## src/rtl/cfg_shadow_bank.sv

```systemverilog
// Bank of NUM_REGS software-visible shadow registers with wait-state DTACK handshake; CFG_SHADOW_LOCK_EN adds a sticky write lock.
// Latency: dtack rises WAIT_CYCLES+2 edges after select && !FCS_n is first sampled (the edge that samples it counts as the first).
// Backpressure: the master holds FCS_n low until dtack; dtack stays high until FCS_n is sampled high, and FCS_n high in WAIT aborts the cycle.
module cfg_shadow_bank #(
  parameter int NUM_REGS    = 4,
  parameter int ADDR_W      = 4,
  parameter int DATA_W      = 8,
  parameter int WAIT_CYCLES = 1,
  parameter logic [NUM_REGS*DATA_W-1:0] RESET_VALUE = '0
) (
  input  logic                       CLK,
  input  logic                       RESET,
  input  logic                       region_sel,
  input  logic                       READ,
  input  logic                       FCS_n,
  input  logic [ADDR_W-1:0]          ADDR,
  input  logic [DATA_W-1:0]          DIN,
  output logic [DATA_W-1:0]          DOUT,
  output logic                       dtack,
  output logic [NUM_REGS*DATA_W-1:0] reg_q,
  output logic [NUM_REGS-1:0]        reg_wr_stb,
  output logic                       busy
`ifdef CFG_SHADOW_LOCK_EN
  ,
  output logic                       locked
`endif
);

  typedef enum logic [1:0] {S_IDLE, S_WAIT, S_ACCESS, S_HOLD} state_t;

  state_t              state_q, state_d;
  logic [3:0]          cnt_q, cnt_d;
  logic [DATA_W-1:0]   regs [NUM_REGS];
  logic [DATA_W-1:0]   rd_dat;
  logic                lock_set;
  logic                wr_en;

`ifdef CFG_SHADOW_LOCK_EN
  assign lock_set = regs[NUM_REGS-1][DATA_W-1];
  assign locked   = lock_set;
`else
  assign lock_set = 1'b0;
`endif

  always_ff @(posedge CLK) begin
    if (RESET) begin
      state_q <= S_IDLE;
      cnt_q   <= '0;
    end else begin
      state_q <= state_d;
      cnt_q   <= cnt_d;
    end
  end

  always_comb begin
    state_d = state_q;
    cnt_d   = cnt_q;
    case (state_q)
      S_IDLE: begin
        if (region_sel && !FCS_n) begin
          cnt_d   = 4'(WAIT_CYCLES);
          state_d = (WAIT_CYCLES > 0) ? S_WAIT : S_ACCESS;
        end
      end
      S_WAIT: begin
        // Abort wins over the final wait cycle.
        if (FCS_n) begin
          state_d = S_IDLE;
          cnt_d   = '0;
        end else begin
          cnt_d = cnt_q - 4'd1;
          if (cnt_q <= 4'd1) state_d = S_ACCESS;
        end
      end
      S_ACCESS: state_d = S_HOLD;
      S_HOLD:   if (FCS_n) state_d = S_IDLE;
      default:  state_d = S_IDLE;
    endcase
  end

  // Unmatched (out-of-range) indices fall through to all ones.
  always_comb begin
    rd_dat = '1;
    for (int i = 0; i < NUM_REGS; i++) begin
      if (ADDR == ADDR_W'(i)) rd_dat = regs[i];
    end
  end

  assign wr_en = (state_q == S_ACCESS) && !READ && !lock_set;

  always_ff @(posedge CLK) begin
    if (RESET) begin
      for (int i = 0; i < NUM_REGS; i++) begin
        regs[i] <= RESET_VALUE[i*DATA_W +: DATA_W];
      end
      DOUT       <= '1;
      reg_wr_stb <= '0;
    end else begin
      reg_wr_stb <= '0;
      if (state_q == S_ACCESS && READ) DOUT <= rd_dat;
      for (int i = 0; i < NUM_REGS; i++) begin
        if (wr_en && ADDR == ADDR_W'(i)) begin
          regs[i]       <= DIN;
          reg_wr_stb[i] <= 1'b1;
        end
      end
    end
  end

  for (genvar g = 0; g < NUM_REGS; g++) begin : g_q
    assign reg_q[g*DATA_W +: DATA_W] = regs[g];
  end

  assign dtack = (state_q == S_HOLD);
  assign busy  = (state_q != S_IDLE);

endmodule

```

## config.mk

```make
export PLATFORM = sky130hd
export DESIGN_NAME = cfg_shadow_bank
export DESIGN_NICKNAME = d
export VERILOG_FILES = /design/src/rtl/cfg_shadow_bank.sv
export SDC_FILE = /design/constraint.sdc
export NUM_CORES = 1
export LEC_CHECK = 0
export ABC_AREA = 1
export CAP_MARGIN = 10
export CORE_UTILIZATION = 42
export CTS_BUF_LIST = sky130_fd_sc_hd__clkbuf_4 sky130_fd_sc_hd__clkbuf_8 sky130_fd_sc_hd__clkbuf_16
export CTS_CLUSTER_SIZE = 10
export DETAILED_ROUTE_END_ITERATION = 8
export GPL_TIMING_DRIVEN = 0
export HOLD_SLACK_MARGIN = 0.06
export PLACE_DENSITY = 0.71
export SKIP_LAST_GASP = 1
export SYNTH_ARGS = -nofsm -noshare
export SYNTH_HDL_FRONTEND = slang
export SYNTH_SLANG_ARGS = --single-unit
```

## constraint.sdc

```tcl
create_clock -name CLK -period 1.7 [get_ports CLK]
set_input_delay 0.34 -clock CLK [delete_from_list [all_inputs] [get_ports CLK]]
set_output_delay 0.34 -clock CLK [all_outputs]
set_load 0.05 [all_outputs]
```

==> results summary <==
The ratio of cells with drive above 1 in the final layout is 8.66%. The placeable core region is 5170 um2. The die outline width came out at 75.9 um. The floorplan die height came out at 75.9 um.

The net total in the final layout is 353. After global routing the overflow that remains totals 0. The final max-slew violation count came out at 0. The share of the clock period used by the worst path after layout came out at 98.0%. The initial antenna violation count came out at 0. The standard-cell row count came out at 26. Counting every net in the synthesized netlist gives 282. The wire length after detailed routing came out at 5.32 mm.

The top-level port count came out at 63. The number of storage elements in the synthesis netlist came out at 50. The design area is 3080 um2. TritonCTS built the clock tree.

The CTS sink count is 50. The required time of the critical path is 1.70 ns. The number of global-route vias before repair came out at 1,825. The max-slew headroom at the worst pin came out at 63.8%. The all-layer global routing usage is 20.6%. After detailed routing, the average wire length per cell comes to 13.1 um. Using the TritonRoute via totals, the vias-per-cell ratio works out to 4.82. During placement, the flow inserted port buffers numbering 62. Setup violations remaining at the end of the flow were counted as 0. The source-to-sink clock delay at the later pin of the worst-skew pair is 0.31 ns.

For this run, the register share of the synthesized area comes to 57.6%. Setup repair after global routing could not meet its margin everywhere. Based on the critical path, the design can be clocked at up to 0.600 GHz. The data arrival at the endpoint of the critical path is 1.67 ns.

Averaged over all synthesized cells, the footprint is 8.72 um2. The number of standard cells in the final layout excluding fillers is 405. The number of nets still failing antenna checks after routing came out at 0.

The total of warnings raised by yosys is 0. The clock-pin transition on the worst setup and hold timing paths is 0.08 ns. The H-tree was split into 2 levels.

The most common library cell in the layout ignoring fill and taps is inv_1. In this run, distinct cell masters in the synthesized netlist total 21. The aggregate negative setup slack is 0 ns. The analysis attributes to cell leakage a power of 1.46 nW. The final hold slack is 0.466 ns. The number of optimization iterations in the first detailed-route pass is 4.

The flow ran to the end, and the final reports show no timing, DRC or antenna violations. The total clock buffers created by CTS came out at 5. The full die area is 5760 um2.

The number of hold violations in the final report came out at 0. The number of DRC markers after the initial detailed-route iteration is 76. The number of standard cells after synthesis is 263. Entering global routing, the biggest net connects 16 pins. The final weighted congestion in routability-driven placement came out at 0.794.

The area growth from synthesis to layout is 34.5%. The maximum buffer depth of the clock tree is 2. The power density of the placed cells came out at 831 nW/um2. The number of diodes added for antenna fixing came out at 0.

The setup path with the least slack is of type in -> reg. The biggest fanout along the worst timing path came out at 9. For this configuration, the core starts out at a cell density of 44.3%. The final setup skew came out at 0.00860 ns.

The transition time at the pin with the least slew margin is 0.541 ns. The tree is rooted in a clkbuf_8. The min-delay analysis places its worst path in the category reg -> reg.

Summing all placed instances gives a cell area of 3000 um2. STA classifies the critical path endpoint as a flip-flop. The netlist area before placement came out at 2290 um2. The routed via count is 1,951. The time the worst path needs with I/O delays and setup is 1.67 ns.

The half-perimeter wire length of the detailed placement result is 3.97 mm. The library cells used most frequently in the layout, excluding fill and tap cells, are 47 x inv_1, 46 x nand2_1, 44 x dlygate4sd2_1. The element type at the critical path start is an input pin. The count of placed standard cells including taps came out at 395.

The first-pass GRT wire length came out at 8.39 mm. The tool flagged a number of max-cap violations equal to 0. The count of unresolved DRC violations after routing is 0.

The peak ir drop on the vdd network is 0.561 mV.
-- worst paths after layout --
kind                        startpoint                        to  slack (ns)  cells after the start
setup / recovery               ADDR[0]  regs[2][3]$_SDFFCE_PN0P_        0.03                      6
hold / removal    DOUT[6]$_SDFFE_PP1P_      DOUT[6]$_SDFFE_PP1P_        0.47                      2
setup reg to reg             flip-flop  regs[0][5]$_SDFFCE_PN0P_        0.16                      4
hold reg to reg   DOUT[6]$_SDFFE_PP1P_      DOUT[6]$_SDFFE_PP1P_        0.47                      2
-- synthesized netlist by cell type --
master / n / area share (%)
inv_1: 47 / 7.7
nand3b_1: 6 / 2.0
o211ai_1: 1 / 0.33
ha_1: 2 / 1.1
nand4_1: 1 / 0.27
a21oi_1: 12 / 2.6
clkbuf_1: 1 / 0.16
nand3_1: 22 / 4.8
o21ai_0: 12 / 2.6
buf_2: 1 / 0.22
buf_4: 1 / 0.33
inv_2: 1 / 0.16
edfxtp_1: 32 / 42
nor3_4: 1 / 0.71
nor3_1: 3 / 0.65
dfxtp_1: 18 / 16
nor2_4: 1 / 0.49
or2_2: 1 / 0.27
nand2_1: 50 / 8.2
nand3_2: 6 / 2.6
nor2_1: 44 / 7.2
-- power by group --
group | internal (W) | switching, W | total [W]
Sequential | 0.00133 | 0.0000265 | 0.00135
Combinational | 0.000115 | 0.000264 | 0.000379
Clock | 0.000451 | 0.000381 | 0.000832
-- worst max-delay path, cell delays in order --
cell and delay [ns]:
clkdlybuf4s50_1 0.49, inv_1 0.17, nand3_2 0.22, inv_2 0.18, nand2_1 0.08, nand2_2 0.19
-- sequential cells by signal, summed over array words and instances (netlist names), named ones only --
signal	flops
DOUT	8
cnt_q	4
reg_wr_stb	4
regs	32
state_q	1
-- area by class of cell --
| class | instances | area [um2] |
|---|---|---|
| well taps | 70 | 87.6 |
| fillers | 483 | 2090 |
| inverters | 48 | 180 |
| multi-input cells | 162 | 798 |
| clock inverters | 2 | 33.8 |
| plain buffers | 3 | 16.3 |
| flip-flops and latches | 50 | 1320 |
| clock buffers | 6 | 76.3 |
| repair buffers | 64 | 571 |
-- layer usage --
metal  wire length, um  GRT usage (%)  up-vias
met1              2230           24.0      893
met4                63           6.17        0
met5                 0              0        -
met3               382           6.48        8
met2              2650           36.4       60
li1                  -              -      990
-- cell families after synthesis --
| kind of cell | Yosys count | synth area share, % |
|---|---|---|
| fa+ha+maj | 2 | 1.09 |
| flops | 50 | 57.6 |
| simple gates | 135 | 27.2 |
| compound gates | 25 | 5.56 |
| buf+inv | 51 | 8.56 |
-- stage by stage --
stage                     util, %  setup WS (ns)  total power, W
final                        59.6         0.0332         0.00256
after global routing         59.6         -0.106         0.00266
after CTS                    59.7        -0.0833         0.00257
after detailed placement     58.0         -0.511         0.00178
after global placement       58.0         -0.478         0.00177
after floorplan                 -          0.288         0.00163
-- timing repair --
item | in CTS | in global routing
hold endpoints to repair | 0 | 0
buffers inserted | 2 | 0
setup endpoints to repair | 78 | 35
pin swaps | 1 | 0
hold buffers | 0 | 0
resized for setup | 52 | 5
(Power assumes the default switching activity.)
